===== src/rtl/ysyx_25030077_lsu_pkg.sv =====
// Shared definitions for the load/store unit: FSM encoding, access size codes
// and the alignment rule used to reject accesses before they reach the bus.
package ysyx_25030077_lsu_pkg;

  typedef enum logic [2:0] {
    S_IDLE = 3'd0,
    S_AR   = 3'd1,
    S_R    = 3'd2,
    S_AW_W = 3'd3,
    S_B    = 3'd4,
    S_RESP = 3'd5
  } lsu_state_e;

  localparam logic [1:0] SZ_BYTE = 2'd0;
  localparam logic [1:0] SZ_HALF = 2'd1;
  localparam logic [1:0] SZ_WORD = 2'd2;
  localparam int         ZEXT_BIT = 2;

  // Size code 3 is treated as illegal alongside the misaligned cases.
  function automatic logic access_bad(input logic [1:0] size, input logic [1:0] addr_lo);
    case (size)
      SZ_BYTE: return 1'b0;
      SZ_HALF: return addr_lo[0];
      SZ_WORD: return addr_lo != 2'b00;
      default: return 1'b1;
    endcase
  endfunction

endpackage


===== src/rtl/ysyx_25030077_lsu_ext.sv =====
// Load data extension: byte/half are sign- or zero-extended from the low bits
// according to the access mask; words pass through.
module ysyx_25030077_lsu_ext
  import ysyx_25030077_lsu_pkg::*;
(
  input  logic [31:0] data_in,
  input  logic [2:0]  mask,
  output logic [31:0] data_out
);

  logic fill_byte;
  logic fill_half;

  assign fill_byte = data_in[7]  & ~mask[ZEXT_BIT];
  assign fill_half = data_in[15] & ~mask[ZEXT_BIT];

  always_comb begin
    data_out = data_in;
    case (mask[1:0])
      SZ_BYTE: data_out = {{24{fill_byte}}, data_in[7:0]};
      SZ_HALF: data_out = {{16{fill_half}}, data_in[15:0]};
      default: data_out = data_in;
    endcase
  end

endmodule


===== src/rtl/ysyx_25030077_lsu.sv =====
// Single-outstanding load/store unit bridging a request/response port to split
// read/write memory channels, with a per-state wait timeout.
module ysyx_25030077_lsu
  import ysyx_25030077_lsu_pkg::*;
#(
  parameter logic [7:0] TIMEOUT = 8'd255
) (
  input  logic        clock,
  input  logic        reset,
  input  logic        io_req_valid,
  output logic        io_req_ready,
  input  logic        io_req_wen,
  input  logic [31:0] io_req_addr,
  input  logic [31:0] io_req_wdata,
  input  logic [2:0]  io_req_mask,
  output logic        io_resp_valid,
  input  logic        io_resp_ready,
  output logic [31:0] io_resp_rdata,
  output logic        io_resp_err,
  output logic        io_ar_valid,
  input  logic        io_ar_ready,
  output logic [31:0] io_raddr,
  output logic [2:0]  io_r_mask,
  output logic        io_r_valid,
  output logic        io_aw_valid,
  input  logic        io_aw_ready,
  output logic [31:0] io_waddr,
  output logic        io_w_valid,
  input  logic        io_w_ready,
  output logic [31:0] io_wdata,
  output logic [2:0]  io_w_mask,
  input  logic        io_r__valid,
  output logic        io_r__ready,
  input  logic [31:0] io_mem_data,
  input  logic        io_b_valid,
  output logic        io_b_ready
);

  lsu_state_e  state_q, state_d;
  logic [31:0] addr_q, addr_d;
  logic [31:0] wdata_q, wdata_d;
  logic [31:0] rdata_q, rdata_d;
  logic [2:0]  mask_q, mask_d;
  logic [7:0]  cnt_q, cnt_d;
  logic        aw_done_q, aw_done_d;
  logic        w_done_q, w_done_d;
  logic        err_q, err_d;
  logic [31:0] ext_data;
  logic        aw_done_now, w_done_now, timed_out, waiting;

  ysyx_25030077_lsu_ext u_ext (
    .data_in  (io_mem_data),
    .mask     (mask_q),
    .data_out (ext_data)
  );

  // Ready is withheld while reset is held even though the state already reads IDLE.
  assign io_req_ready  = (state_q == S_IDLE) & ~reset;
  assign io_resp_valid = (state_q == S_RESP);
  assign io_resp_rdata = rdata_q;
  assign io_resp_err   = err_q;
  assign io_ar_valid   = (state_q == S_AR);
  assign io_r_valid    = (state_q == S_AR);
  assign io_raddr      = addr_q;
  assign io_r_mask     = mask_q;
  assign io_aw_valid   = (state_q == S_AW_W) & ~aw_done_q;
  assign io_w_valid    = (state_q == S_AW_W) & ~w_done_q;
  assign io_waddr      = addr_q;
  assign io_wdata      = wdata_q;
  assign io_w_mask     = mask_q;
  assign io_r__ready   = (state_q == S_R) | (state_q == S_B);
  assign io_b_ready    = (state_q == S_R) | (state_q == S_B);

  assign aw_done_now = aw_done_q | io_aw_ready;
  assign w_done_now  = w_done_q | io_w_ready;
  assign timed_out   = (cnt_q == TIMEOUT);
  assign waiting     = (state_q == S_AR) | (state_q == S_R) |
                       (state_q == S_AW_W) | (state_q == S_B);

  always_comb begin
    state_d   = state_q;
    addr_d    = addr_q;
    wdata_d   = wdata_q;
    rdata_d   = rdata_q;
    mask_d    = mask_q;
    aw_done_d = aw_done_q;
    w_done_d  = w_done_q;
    err_d     = err_q;
    case (state_q)
      S_IDLE: begin
        if (io_req_valid) begin
          addr_d  = io_req_addr;
          wdata_d = io_req_wdata;
          mask_d  = io_req_mask;
          rdata_d = 32'd0;
          err_d   = 1'b0;
          if (access_bad(io_req_mask[1:0], io_req_addr[1:0])) begin
            err_d   = 1'b1;
            state_d = S_RESP;
          end else if (io_req_wen) begin
            state_d = S_AW_W;
          end else begin
            state_d = S_AR;
          end
        end
      end
      S_AR: begin
        if (io_ar_ready) begin
          state_d = S_R;
        end else if (timed_out) begin
          err_d   = 1'b1;
          state_d = S_RESP;
        end
      end
      S_R: begin
        // A response on the timeout cycle still wins.
        if (io_r__valid) begin
          rdata_d = ext_data;
          state_d = S_RESP;
        end else if (timed_out) begin
          err_d   = 1'b1;
          state_d = S_RESP;
        end
      end
      S_AW_W: begin
        aw_done_d = aw_done_now;
        w_done_d  = w_done_now;
        if (aw_done_now && w_done_now) begin
          aw_done_d = 1'b0;
          w_done_d  = 1'b0;
          state_d   = S_B;
        end else if (timed_out) begin
          aw_done_d = 1'b0;
          w_done_d  = 1'b0;
          err_d     = 1'b1;
          state_d   = S_RESP;
        end
      end
      S_B: begin
        if (io_b_valid) begin
          state_d = S_RESP;
        end else if (timed_out) begin
          err_d   = 1'b1;
          state_d = S_RESP;
        end
      end
      S_RESP: begin
        if (io_resp_ready) state_d = S_IDLE;
      end
      default: state_d = S_IDLE;
    endcase
    cnt_d = (state_d != state_q || !waiting) ? 8'd0 : cnt_q + 8'd1;
  end

  always_ff @(posedge clock or posedge reset) begin
    if (reset) begin
      state_q   <= S_IDLE;
      addr_q    <= 32'd0;
      wdata_q   <= 32'd0;
      rdata_q   <= 32'd0;
      mask_q    <= 3'd0;
      cnt_q     <= 8'd0;
      aw_done_q <= 1'b0;
      w_done_q  <= 1'b0;
      err_q     <= 1'b0;
    end else begin
      state_q   <= state_d;
      addr_q    <= addr_d;
      wdata_q   <= wdata_d;
      rdata_q   <= rdata_d;
      mask_q    <= mask_d;
      cnt_q     <= cnt_d;
      aw_done_q <= aw_done_d;
      w_done_q  <= w_done_d;
      err_q     <= err_d;
    end
  end

endmodule


===== config.mk =====
export PLATFORM = sky130hd
export DESIGN_NAME = ysyx_25030077_lsu
export DESIGN_NICKNAME = d
export VERILOG_FILES = /design/src/rtl/ysyx_25030077_lsu_pkg.sv /design/src/rtl/ysyx_25030077_lsu_ext.sv /design/src/rtl/ysyx_25030077_lsu.sv
export SDC_FILE = /design/constraint.sdc
export NUM_CORES = 1
export LEC_CHECK = 0
export BUFFER_PORTS_ARGS = -buffer_cell sky130_fd_sc_hd__buf_2
export CAP_MARGIN = 10
export CORE_ASPECT_RATIO = 1.4
export CORE_MARGIN = 4
export CORE_UTILIZATION = 40
export CTS_BUF_LIST = sky130_fd_sc_hd__clkbuf_16
export DETAILED_ROUTE_END_ITERATION = 12
export HOLD_SLACK_MARGIN = 0.15
export PLACE_DENSITY = 0.77
export SLEW_MARGIN = 20
export SYNTH_ARGS = -nofsm -noshare
export SYNTH_HDL_FRONTEND = slang
export SYNTH_SLANG_ARGS = --single-unit

===== constraint.sdc =====
create_clock -name clock -period 3.2 [get_ports clock]
set_input_delay 0.48 -clock clock [delete_from_list [all_inputs] [get_ports clock]]
set_output_delay 0.48 -clock clock [all_outputs]
set_load 0.01 [all_outputs]

Yosys cells after proc, flatten, opt, wreduce, memory -nomap -nowiden --
Cells that the tools add are included.
Operators by class: equality and inequality tests 16, mux-type cells 30, bitwise gates (word level) 15, add/subtract/negate cells 1, reductions and logical operators 12
Operator list (count):
- 32-bit one-hot mux with 2 select lines | 2
- 32-bit two-way mux | 2
- 3-bit two-way mux | 8
- 3-bit one-hot mux with 6 select lines | 1
- 1-bit two-way mux | 13
- 2-bit inequality test, second input constant | 6
- 8-bit by 1-bit adder with 8-bit output, second input constant | 1
- 8-bit == test, second input constant | 1
- 8-bit two-way mux | 1
- 3-bit by 2-bit == test with 1-bit output, second input constant | 2
- 3-bit == test, second input constant | 2
- 1-bit OR | 6
- 6-bit AND reduction | 1
- 1-bit bitwise AND | 5
- 1-bit one-hot mux with 5 select lines | 1
- 5-bit nonzero test | 1
- 2-bit by 1-bit == test with 1-bit output, second input constant | 2
- 2-bit logical NOT | 2
- 1-bit inverter | 4
- 2-bit nonzero test | 2
- 3-bit by 1-bit == test with 1-bit output, second input constant | 1
- 3-bit logical NOT | 1
- 3-bit inequality test | 1
- 1-bit one-hot mux with 3 select lines | 1
- other kinds (7) | 7
Word-level totals: output and inout port bits 143, bits in registers 113

Logic depth before layout (Yosys ltp) --
Gate-level depths: netlist of the first run.
word-level depth 10, depth in mapped cells 7, depth with buffers taken out 5

Modules after synthesis --
Synthesis of the first run repeated with hierarchy kept, for this count alone.
Unflattened totals: cell total of the unflattened synthesis 497, area, all modules 5363.9 µm²
Modules (own cells, without submodules):
- ysyx_25030077_lsu | area an instance 5008.6 µm², times used 1, cells an instance 430
- ysyx_25030077_lsu_ext | area an instance 355.3 µm², times used 1, cells an instance 67

Worst setup path before layout of the first run --
Ideal clock, no wire load.
path type reg-to-reg, from register state_q[1], to register cnt_q[0], clock period less this slack 1829 ps, path slack 1371 ps, required time 3046 ps, arrival time 1675 ps, library setup time 154 ps, stages on the path, launching flop included 7, cell sequence dfrtp_1 buf_2 buf_2 and2b_1 o21a_1 a21boi_0 nor4_1
On the way: word-level cells in the longest chain between the ends 7
Ends and longest elaborated chain:
- start: declaration | RTL line ysyx_25030077_lsu.sv:39 | lsu_state_e state_q, state_d;
- start signal: assignment | RTL line ysyx_25030077_lsu.sv:167 | state_q <= state_d;
- branches (longest 5 deep; another with 3-bit one-hot mux with 6 select lines)
- 1-bit logical OR * | RTL line ysyx_25030077_lsu.sv:152 | cnt_d = (state_d != state_q || !waiting) ? 8'd0 : cnt_q + 8'd1;
- 8-bit two-way mux * | RTL line ysyx_25030077_lsu.sv:152
- via cnt_d[0] | RTL line ysyx_25030077_lsu.sv:44 | logic [7:0] cnt_q, cnt_d;
- end signal: assignment | RTL line ysyx_25030077_lsu.sv:172 | cnt_q <= cnt_d;
- end: declaration | RTL line ysyx_25030077_lsu.sv:44
Mark *: on every way through the listed nets, which the timed path passes. A chain may end at the register's enable or synchronous reset.

Worst setup path in the final report of the first run --
from register state_q[0], to output port io_ar_valid
On the way: word-level cells in the longest chain between the ends 1
Ends and longest elaborated chain:
- 3-bit by 1-bit == test with 1-bit output | RTL line ysyx_25030077_lsu.sv:62 | assign io_ar_valid = (state_q == S_AR);
- end: declaration | RTL line ysyx_25030077_lsu.sv:20 | output logic io_ar_valid,
No other way between the ends.

==> results of run 1 <==
synth_stat cells, types with 2 or more instances:
| cell | number | area (sq um) |
|---|---|---|
| sky130_fd_sc_hd__nand3_1 | 9 | 45.0 |
| sky130_fd_sc_hd__o211ai_1 | 4 | 30.0 |
| sky130_fd_sc_hd__buf_1 | 3 | 11.3 |
| sky130_fd_sc_hd__clkbuf_1 | 18 | 67.6 |
| sky130_fd_sc_hd__nor3_1 | 3 | 15.0 |
| sky130_fd_sc_hd__o21ai_0 | 26 | 130 |
| sky130_fd_sc_hd__o21a_1 | 11 | 82.6 |
| sky130_fd_sc_hd__dfrtp_1 | 113 | 2830 |
| sky130_fd_sc_hd__a21oi_1 | 5 | 25.0 |
| sky130_fd_sc_hd__nand2b_1 | 6 | 37.5 |
| sky130_fd_sc_hd__buf_2 | 4 | 20.0 |
| sky130_fd_sc_hd__o31ai_1 | 16 | 120 |
| sky130_fd_sc_hd__nor2b_1 | 18 | 113 |
| sky130_fd_sc_hd__a21o_1 | 2 | 15.0 |
| sky130_fd_sc_hd__nor2_1 | 11 | 41.3 |
| sky130_fd_sc_hd__a211oi_1 | 2 | 15.0 |
| sky130_fd_sc_hd__nand2_1 | 50 | 188 |
| sky130_fd_sc_hd__nor4_1 | 10 | 62.6 |
| sky130_fd_sc_hd__xnor2_1 | 2 | 17.5 |
| sky130_fd_sc_hd__a31oi_1 | 4 | 25.0 |
| sky130_fd_sc_hd__and3b_1 | 2 | 17.5 |
| sky130_fd_sc_hd__buf_4 | 37 | 278 |
| sky130_fd_sc_hd__inv_1 | 4 | 15.0 |
| sky130_fd_sc_hd__mux2_2 | 67 | 754 |
| sky130_fd_sc_hd__a21boi_0 | 2 | 15.0 |
where the power goes:
part           total, mW  internal, mW  switching (mW)  leakage [nW]
sequential          2.53          2.03           0.499          1.42
combinational       2.77          1.31            1.45          1.73
clock               1.91          1.28           0.630         0.286
per-stage QoR:
stage	setup slack [ns]	utilization	instances	hold WS [ns]
6_report	0.940	0.556	830	0.310
5_1_grt	0.799	0.556	830	0.291
4_1_cts	0.962	0.554	828	0.291
3_5_place_dp	1.01	0.506	797	0.465
3_3_place_gp	1.09	0.506	797	0.453
2_1_floorplan	1.35	-	451	0.485
critical path, delay by kind of cell (launching register included):
kind / cells / cell delay (ns)
and+or+nand+nor: 1 / 0.30
buffers and inverters: 2 / 0.42
DFF: 1 / 0.66
cell type report:
| class | instances | share of cell area |
|---|---|---|
| well taps | 150 | 0.0270 |
| clock inverters | 14 | 0.0250 |
| inverters | 4 | 0.00270 |
| clock buffers | 17 | 0.0613 |
| flip-flops and latches | 113 | 0.407 |
| repair buffers | 260 | 0.195 |
| multi-input cells | 272 | 0.282 |
logic make-up (layout without fill, tap and decap cells):
group                    after synthesis  in the layout  synth area share
multiplexers                          68             68             0.148
buffers and inverters                 66            295            0.0756
AO/OA/AOI/OAI                         82             82             0.106
XOR/XNOR                               3              3           0.00507
AND/OR/NAND/NOR                      118            118             0.118
adder cells (fa/ha/maj)                1              1           0.00242
flip-flops                           113            113             0.546
final timing paths:
| check | slack (ns) | endpoint | start |
|---|---|---|---|
| hold / removal | 0.31 | io_raddr[24]$_DFFE_PP0P_ | io_req_addr[24] |
| min in group asynchronous | 0.64 | state_q[1]$_DFF_PP0_ | reset |
| hold reg to reg | 0.48 | io_resp_rdata[25]$_DFFE_PP0P_ | io_resp_rdata[25]$_DFFE_PP0P_ |
| setup / recovery | 0.94 | io_ar_valid | state_q[0]$_DFF_PP0_ |
| setup reg to reg | 1.00 | io_wdata[10]$_DFFE_PP0P_ | state_q[2]$_DFF_PP0_ |
| max in group asynchronous | 1.73 | io_wdata[10]$_DFFE_PP0P_ | reset |
metal layers:
layer,vias to the layer above,part of all wire,global-route usage
met5,-,0.0019,0
met4,4,0.023,0.0840
met3,30,0.073,0.0597
met2,192,0.55,0.346
met1,2023,0.35,0.197
li1,1984,-,-
state kept, by name, summed over array words and instances, names as in the netlist:
register / cells
io_wdata: 32
cnt_q: 8
state_q: 3
w_done_q: 1
io_resp_err: 1
io_resp_rdata: 32
io_raddr: 32
io_r_mask: 3
aw_done_q: 1
==> metrics, run 1 <==
status=completed; DR iter-0 viols=128; most frequent cells in the layout=251 x sky130_fd_sc_hd__buf_2, 113 x sky130_fd_sc_hd__dfrtp_1, 67 x sky130_fd_sc_hd__mux2_2; cts bufs inserted=17; worst-path cell with the longest stage delay=sky130_fd_sc_hd__dfrtp_1; VDD IR-drop max=0.589 mV; die height=143 um; count of port buffers added during placement=251; number of global-route vias before repair=4512; setup-violating endpoint count in the final report=0; placed wire-length estimate after detailed placement=10500 um; average footprint of a synthesized cell=11.5 sq um; count of cells resized by post-cts repair=0; clock period minus final worst setup slack=2.26 ns; total routed wirelength=14000 um; Layout area overhead=34.1%; total cell area at the placement stage=0.00632 sq mm; count of cell types in the netlist=47; final layout net count=778; timing-limited maximum frequency=442 MHz; max cap viols=0; die footprint=0.0149 sq mm; count of cells along the worst hold path=2; Crit Path Max Fanout=15; buffers inserted during post-CTS setup optimization=0; prevailing post-synth register cell=sky130_fd_sc_hd__dfrtp_1; delay of the slowest critical-path stage=0.66 ns; number of primary I/O pins=252; required time of the critical path=2.72 ns; total count of max-transition violations in the final report=0; Remaining Overflow, GRT=0; DIE WIDTH=104 um; share of synthesized flip-flops with an asynchronous set or reset=1.00; Post-synth EDFFs=0; latest clock arrival within the worst-skew pair=0.40 ns; Post-Layout Inst Area=0.00695 sq mm; flip-flop and latch count after synthesis=113; DR vias=4233; critical path, cell by cell=inv_1, nor3_1, buf_2; global-route wire length before repair=22300 um; most common cell after layout, fill and taps aside=sky130_fd_sc_hd__buf_2; Sequential Area=0.00283 sq mm; type of element launching the critical path=register; clock root buffer master=sky130_fd_sc_hd__clkbuf_16; vias per cell=5.10; number of synthesis warnings=0; fraction of layout instances using a drive strength above 1=0.525; startpoint-to-endpoint class of the critical path=register to primary output; worst-case reg-to-reg path depth=3; multi-input gate area in the final layout=0.00196 sq mm; post-synthesis sequential area ratio=0.546; setup repair after global routing missed its margin=no; classification of the worst-slack hold path=primary input to register; initial antenna violation count=2; Critical Path End Type=primary output; number of instances in the synthesized netlist=451; Clock H-tree levels=4; standard cell core area=0.0125 sq mm; actual transition at the worst max-transition pin=0.921 ns; maximum number of pins on one net before global-route repair=71; worst relative slew slack=0.386; mapped cell area=0.00518 sq mm; Post-Route Setup TNS=0 ns; Post-Route Skew=0.00908 ns; total power=7.21 mW; CTS hold repair buffers=0; Reg clk slew, reported paths=0.05 ns; Antenna diodes=0; Filler cells=1096; Post-route DRC=0; initial core utilization=0.415; drt first pass iters=5; post-route clock period utilization=0.706; number of nets in the synthesized netlist=561; Final Hold Vio Count=0; static leakage=3.44 nW; residual antenna-violating net count after detailed routing=0; Core Rows=48; drt wl/cell=16.9 um; PwrDens=1040 mW/mm^2; sink count of the clock tree=113; clk buf depth=2; routability cong.=0.869; data arrival time at the worst-slack endpoint=1.78 ns; Tot GR Track Use=0.188; clock tree from TritonCTS=done
No activity file was read; power rests on OpenSTA's default activity.
==> run 2: changes to the inputs <==
clock period = 1.85 ns   (was 3.2 ns; I/O delays follow)
==> metrics, run 2 (synthesized netlist as in run 1, its figures left out) <==
total buffers and inverters traversed by the critical path=2 (unchanged); die height=143 um (unchanged); Crit Path Max Fanout=6 (was 15); actual transition at the worst max-transition pin=0.588 ns (was 0.921 ns); worst-path cell with the longest stage delay=sky130_fd_sc_hd__dfrtp_2 (was sky130_fd_sc_hd__dfrtp_1); Critical Path End Type=primary output (unchanged); initial core utilization=0.415 (unchanged); fraction of layout instances using a drive strength above 1=0.520 (was 0.525); clock root buffer master=sky130_fd_sc_hd__clkbuf_16 (unchanged); total routed wirelength=15900 um (was 14000 um); DIE WIDTH=104 um (unchanged); start point of the worst hold path=io_req_mask[1] (was io_req_addr[24]); residual antenna-violating net count after detailed routing=0 (unchanged); CP delay by family, top=flip-flops (unchanged); critical path, cell by cell=buf_6, and2b_2, o21a_1, buf_2 (was inv_1, nor3_1, buf_2); number of global-route vias before repair=5137 (was 4512); Routed met2 length=8820 um (was 7680 um); Top Metal Used=met5 (unchanged); die footprint=0.0149 sq mm (unchanged); Post-Route Skew=0.00979 ns (was 0.00908 ns); clock period minus final worst setup slack=1.84 ns; DR iter-0 viols=123 (was 128); most frequent cells in the layout=252 x sky130_fd_sc_hd__buf_2, 110 x sky130_fd_sc_hd__dfrtp_1, 77 x sky130_fd_sc_hd__dlygate4sd3_1 (was 251 x sky130_fd_sc_hd__buf_2, 113 x sky130_fd_sc_hd__dfrtp_1, 67 x sky130_fd_sc_hd__mux2_2); DR vias=4698 (was 4233); latest clock arrival within the worst-skew pair=0.40 ns (about the same); total power=13.5 mW (was 7.21 mW); Post-Route M1 WL=5650 um (was 4960 um); Clock H-tree levels=4 (unchanged); clock tree from TritonCTS=done (unchanged); VDD IR-drop max=1.03 mV (was 0.589 mV); max cap viols=0 (unchanged); Post-route DRC=0 (unchanged); delay of the slowest critical-path stage=0.46 ns (was 0.66 ns); setup-violating endpoint count in the final report=0 (unchanged); global-route wire length before repair=25000 um (was 22300 um); Antenna diodes=0 (unchanged); classification of the worst-slack hold path=primary input to register (unchanged); number of primary I/O pins=252 (unchanged); total count of max-transition violations in the final report=0 (unchanged); most common cell after layout, fill and taps aside=sky130_fd_sc_hd__buf_2 (unchanged); Critical path origin=state_q[1]$_DFF_PP0_ (was state_q[0]$_DFF_PP0_); data arrival time at the worst-slack endpoint=1.57 ns (was 1.78 ns); Worst R2R Start=state_q[1]$_DFF_PP0_ (was state_q[2]$_DFF_PP0_); required time of the critical path=1.57 ns (was 2.72 ns); Tot GR Track Use=0.209 (was 0.188); initial antenna violation count=2 (unchanged); sink count of the clock tree=113 (unchanged); placed wire-length estimate after detailed placement=10800 um (was 10500 um); drt first pass iters=4 (was 5); Remaining Overflow, GRT=0 (unchanged); status=completed (unchanged); vias per cell=5.06 (was 5.10); worst relative slew slack=0.608 (was 0.386); static leakage=3.90 nW (was 3.44 nW); maximum number of pins on one net before global-route repair=67 (was 71); total cell area at the placement stage=0.00644 sq mm (was 0.00632 sq mm); timing-limited maximum frequency=542 MHz; post-route clock period utilization=0.997; count of port buffers added during placement=251 (unchanged); type of element launching the critical path=register (unchanged); setup repair after global routing missed its margin=yes (was no); cts bufs inserted=17 (unchanged); Layout area overhead=56.0% (was 34.1%); Reg clk slew, reported paths=0.05 ns (about the same); final layout net count=876 (was 778); Final Hold Vio Count=0 (unchanged); standard cell core area=0.0125 sq mm (unchanged); sum of met3 wire segment lengths after detailed routing=1040 um (was 1030 um); startpoint-to-endpoint class of the critical path=register to primary output (unchanged); PwrDens=1670 mW/mm^2 (was 1040 mW/mm^2); drt wl/cell=17.1 um (was 16.9 um); Core Rows=48 (unchanged); clk buf depth=2 (unchanged); Post-Layout Inst Area=0.00808 sq mm (was 0.00695 sq mm); routability cong.=0.898 (was 0.869)
==> run 2: what timing repair did <==
item                                    4_1_cts  5_1_grt
endpoints found under the setup margin       23       23
cloned                                        0        1
endpoints found under the hold margin       188        0
pin swaps                                     1        3
buffers inserted                              2        7
resized for setup                            12       20
hold buffers                                 77        0
==> run 2: worst paths after layout <==
kind | to | slack (ns) | depth (start not counted)
max | io_r__ready | 0.006 | 4
min | io_r_mask[1]$_DFFE_PP0P_ | 0.17 | 2
max reg2reg | cnt_q[4]$_DFF_PP0_ | 0.07 | 6
min reg2reg | io_resp_rdata[31]$_DFFE_PP0P_ | 0.47 | 2
max in group asynchronous | io_wdata[21]$_DFFE_PP0P_ | 0.77 | 4
min in group asynchronous | io_raddr[0]$_DFFE_PP0P_ | 0.55 | 4
==> run 2: layout make-up <==
cell class              count  area (sq um)
repair buffers            358          2310
fillers                   920          4410
flip-flops and latches    113          2830
clock buffers              17           425
multi-input cells         272          2090
clock inverters            15           208
inverters                   4          22.5
well taps                 150           188
==> run 2: worst register-to-register path, delay by kind of cell (launching register included) <==
family | cells | cell delay (ns)
compound gates | 2 | 0.45
simple gates | 2 | 0.48
flops | 1 | 0.46
buf+inv | 2 | 0.30
==> run 2: power breakdown <==
group | total (mW) | internal, mW | switching, mW
sequential | 4.26 | 3.52 | 0.739
clock | 3.47 | 2.27 | 1.20
combinational | 5.74 | 2.77 | 2.98
==> run 2: per-stage QoR <==
step                instances  hold WS (ns)   util  setup WS [ns]  TNS (ns)
floorplan                 451         0.411      -         0.0208         0
global placement          810         0.425  0.515         0.0346         0
detailed placement        810         0.428  0.515        -0.0319   -0.0964
CTS                       921         0.158  0.633       0.000504         0
global route              929         0.163  0.647        -0.0506    -0.170
finish                    929         0.173  0.647        0.00619         0
==> run 2: metal layers <==
metal | up-vias | GRT usage
met2 | 208 | 0.392
met4 | 4 | 0.0903
met3 | 32 | 0.0647
met1 | 2265 | 0.215
met5 | - | 0
li1 | 2189 | -
==> run 3: changes to the inputs <==
REMOVE_ABC_BUFFERS = 1   (was not set)
==> metrics, run 3 (synthesized netlist as in run 1, its figures left out) <==
most common cell after layout, fill and taps aside=sky130_fd_sc_hd__buf_2 (unchanged); max cap viols=0 (unchanged); instance count on the critical path=5 (was 4); drt first pass iters=4 (unchanged); number of primary I/O pins=252 (unchanged); Reg clk slew, reported paths=0.06 ns (was 0.05 ns); type of element launching the critical path=register (unchanged); count of port buffers added during placement=251 (unchanged); Core Rows=48 (unchanged); classification of the worst-slack hold path=primary input to register (unchanged); global-route wire length before repair=25700 um (was 25000 um); startpoint-to-endpoint class of the critical path=register to primary output (unchanged); setup-violating endpoint count in the final report=0 (unchanged); count of cells along the worst hold path=3 (was 2); total routed wirelength=16300 um (was 15900 um); Post-Route Setup TNS=0 ns (unchanged); DR vias=4805 (was 4698); Critical Path End Type=primary output (unchanged); timing-limited maximum frequency=551 MHz (was 542 MHz); maximum number of pins on one net before global-route repair=65 (was 67); setup repair after global routing missed its margin=yes (unchanged); latest clock arrival within the worst-skew pair=0.41 ns (was 0.40 ns); required time of the critical path=1.57 ns (about the same); Tot GR Track Use=0.217 (was 0.209); clock root buffer master=sky130_fd_sc_hd__clkbuf_16 (unchanged); static leakage=3.91 nW (was 3.90 nW); placed wire-length estimate after detailed placement=10900 um (was 10800 um); initial core utilization=0.415 (unchanged); status=completed (unchanged); Final Hold Vio Count=0 (unchanged); Layout area overhead=54.7% (was 56.0%); Filler cells=921 (was 920); DIE WIDTH=104 um (unchanged); fraction of layout instances using a drive strength above 1=0.503 (was 0.520); Crit Path Max Fanout=6 (unchanged); worst-path cell with the longest stage delay=sky130_fd_sc_hd__dfrtp_2 (unchanged); sink count of the clock tree=113 (unchanged); vias per cell=5.16 (was 5.06); routability cong.=0.876 (was 0.898); worst relative slew slack=0.539 (was 0.608); Post-route DRC=0 (unchanged); total buffers and inverters traversed by the critical path=2 (unchanged); critical path, cell by cell=and2b_1, buf_6, nand2_2, nor2_1, buf_2 (was buf_6, and2b_2, o21a_1, buf_2); die height=143 um (unchanged); Clock H-tree levels=4 (unchanged); data arrival time at the worst-slack endpoint=1.54 ns (was 1.57 ns); die footprint=0.0149 sq mm (unchanged); CP delay by family, top=flip-flops (unchanged); total cell area at the placement stage=0.00651 sq mm (was 0.00644 sq mm); PwrDens=1680 mW/mm^2 (was 1670 mW/mm^2); final layout net count=877 (was 876); drt wl/cell=17.5 um (was 17.1 um); most frequent cells in the layout=251 x sky130_fd_sc_hd__buf_2, 110 x sky130_fd_sc_hd__dfrtp_1, 78 x sky130_fd_sc_hd__dlygate4sd3_1 (was 252 x sky130_fd_sc_hd__buf_2, 110 x sky130_fd_sc_hd__dfrtp_1, 77 x sky130_fd_sc_hd__dlygate4sd3_1); cts bufs inserted=17 (unchanged); post-route clock period utilization=0.982 (was 0.997); residual antenna-violating net count after detailed routing=0 (unchanged); number of global-route vias before repair=5206 (was 5137); total power=13.5 mW (about the same); delay of the slowest critical-path stage=0.45 ns (was 0.46 ns); worst-case reg-to-reg path depth=5 (was 6); actual transition at the worst max-transition pin=0.690 ns (was 0.588 ns); initial antenna violation count=0 (was 2); clk buf depth=2 (unchanged); final setup slack of the worst path=0.0341 ns (was 0.00619 ns); clock period minus final worst setup slack=1.82 ns (was 1.84 ns); standard cell core area=0.0125 sq mm (unchanged); Setup Slack @ Placement=-0.0575 ns (was -0.0319 ns); Post-Route Skew=0.00917 ns (was 0.00979 ns); Post-Layout Inst Area=0.00801 sq mm (was 0.00808 sq mm); total count of max-transition violations in the final report=0 (unchanged); Remaining Overflow, GRT=0 (unchanged); clock tree from TritonCTS=done (unchanged); VDD IR-drop max=0.978 mV (was 1.03 mV); DR iter-0 viols=221 (was 123)
==> run 3: changes by cell type in the layout (fill, tap and decap cells not counted), moves of 2 or more <==
cell                         before  now
sky130_fd_sc_hd__buf_4           21   23
sky130_fd_sc_hd__clkinvlp_4       5    2
sky130_fd_sc_hd__a31oi_4          2    0
sky130_fd_sc_hd__buf_6            4    2
sky130_fd_sc_hd__nor4_1           3    8
sky130_fd_sc_hd__nor4_2           7    2
==> run 3: stage by stage <==
stage,hold slack [ns],util,instances
after global placement,0.317,0.521,818
final,0.178,0.641,931
after global routing,0.175,0.641,930
after detailed placement,0.323,0.521,818
after CTS,0.160,0.638,928
after floorplan,0.411,-,389
==> run 3: worst paths after layout <==
path	slack, ns	endpoint	startpoint
worst max-delay path	0.03	io_w_valid	state_q[2]$_DFF_PP0_
max in group asynchronous	0.74	io_wdata[23]$_DFFE_PP0P_	reset
worst max register to register	0.06	cnt_q[4]$_DFF_PP0_	cnt_q[0]$_DFF_PP0_
min in group asynchronous	0.46	w_done_q$_DFFE_PP0P_	reset
worst min-delay path	0.18	io_resp_rdata[23]$_DFFE_PP0P_	io_mem_data[23]
worst min register to register	0.47	io_resp_rdata[23]$_DFFE_PP0P_	io_resp_rdata[23]$_DFFE_PP0P_
==> run 3: layer usage <==
| metal | global-route usage | share of wire | vias to the layer above |
|---|---|---|---|
| li1 | - | - | 2200 |
| met3 | 0.0687 | 0.071 | 46 |
| met1 | 0.224 | 0.36 | 2305 |
| met5 | 0 | 0 | - |
| met2 | 0.392 | 0.53 | 254 |
| met4 | 0.115 | 0.032 | 0 |
==> run 3: layout make-up <==
cell class,count,area (sq um),area share
antenna,1,2.50,0.000312
clock buffer,17,425,0.0531
clock inverter,15,230,0.0287
inverter,4,17.5,0.00219
multi-input combinational,272,2000,0.249
sequential,113,2830,0.353
tap,150,188,0.0234
timing repair buffer,359,2320,0.289
==> run 3: timing repair <==
item / 4_1_cts / 5_1_grt
buffers inserted: 0 / 2
resized for setup: 5 / 7
pin swaps: 0 / 2
endpoints found under the hold margin: 105 / 0
setup endpoints to repair: 14 / 16
hold buffers: 78 / 0
cloned: 0 / 0
==> run 3: where the power goes <==
group	switching, mW	internal [mW]	leakage, nW
clock network	1.22	2.41	0.313
registers	0.783	3.52	1.41
logic	2.89	2.66	2.18
==> run 3: worst reg2reg max path, cell delays in order, from the launching register on <==
cell                      delay (ns)
sky130_fd_sc_hd__dfrtp_1        0.41
sky130_fd_sc_hd__ha_1           0.22
sky130_fd_sc_hd__and4_1         0.22
sky130_fd_sc_hd__a31oi_1        0.24
sky130_fd_sc_hd__a41oi_4        0.22
sky130_fd_sc_hd__nor4_2         0.36
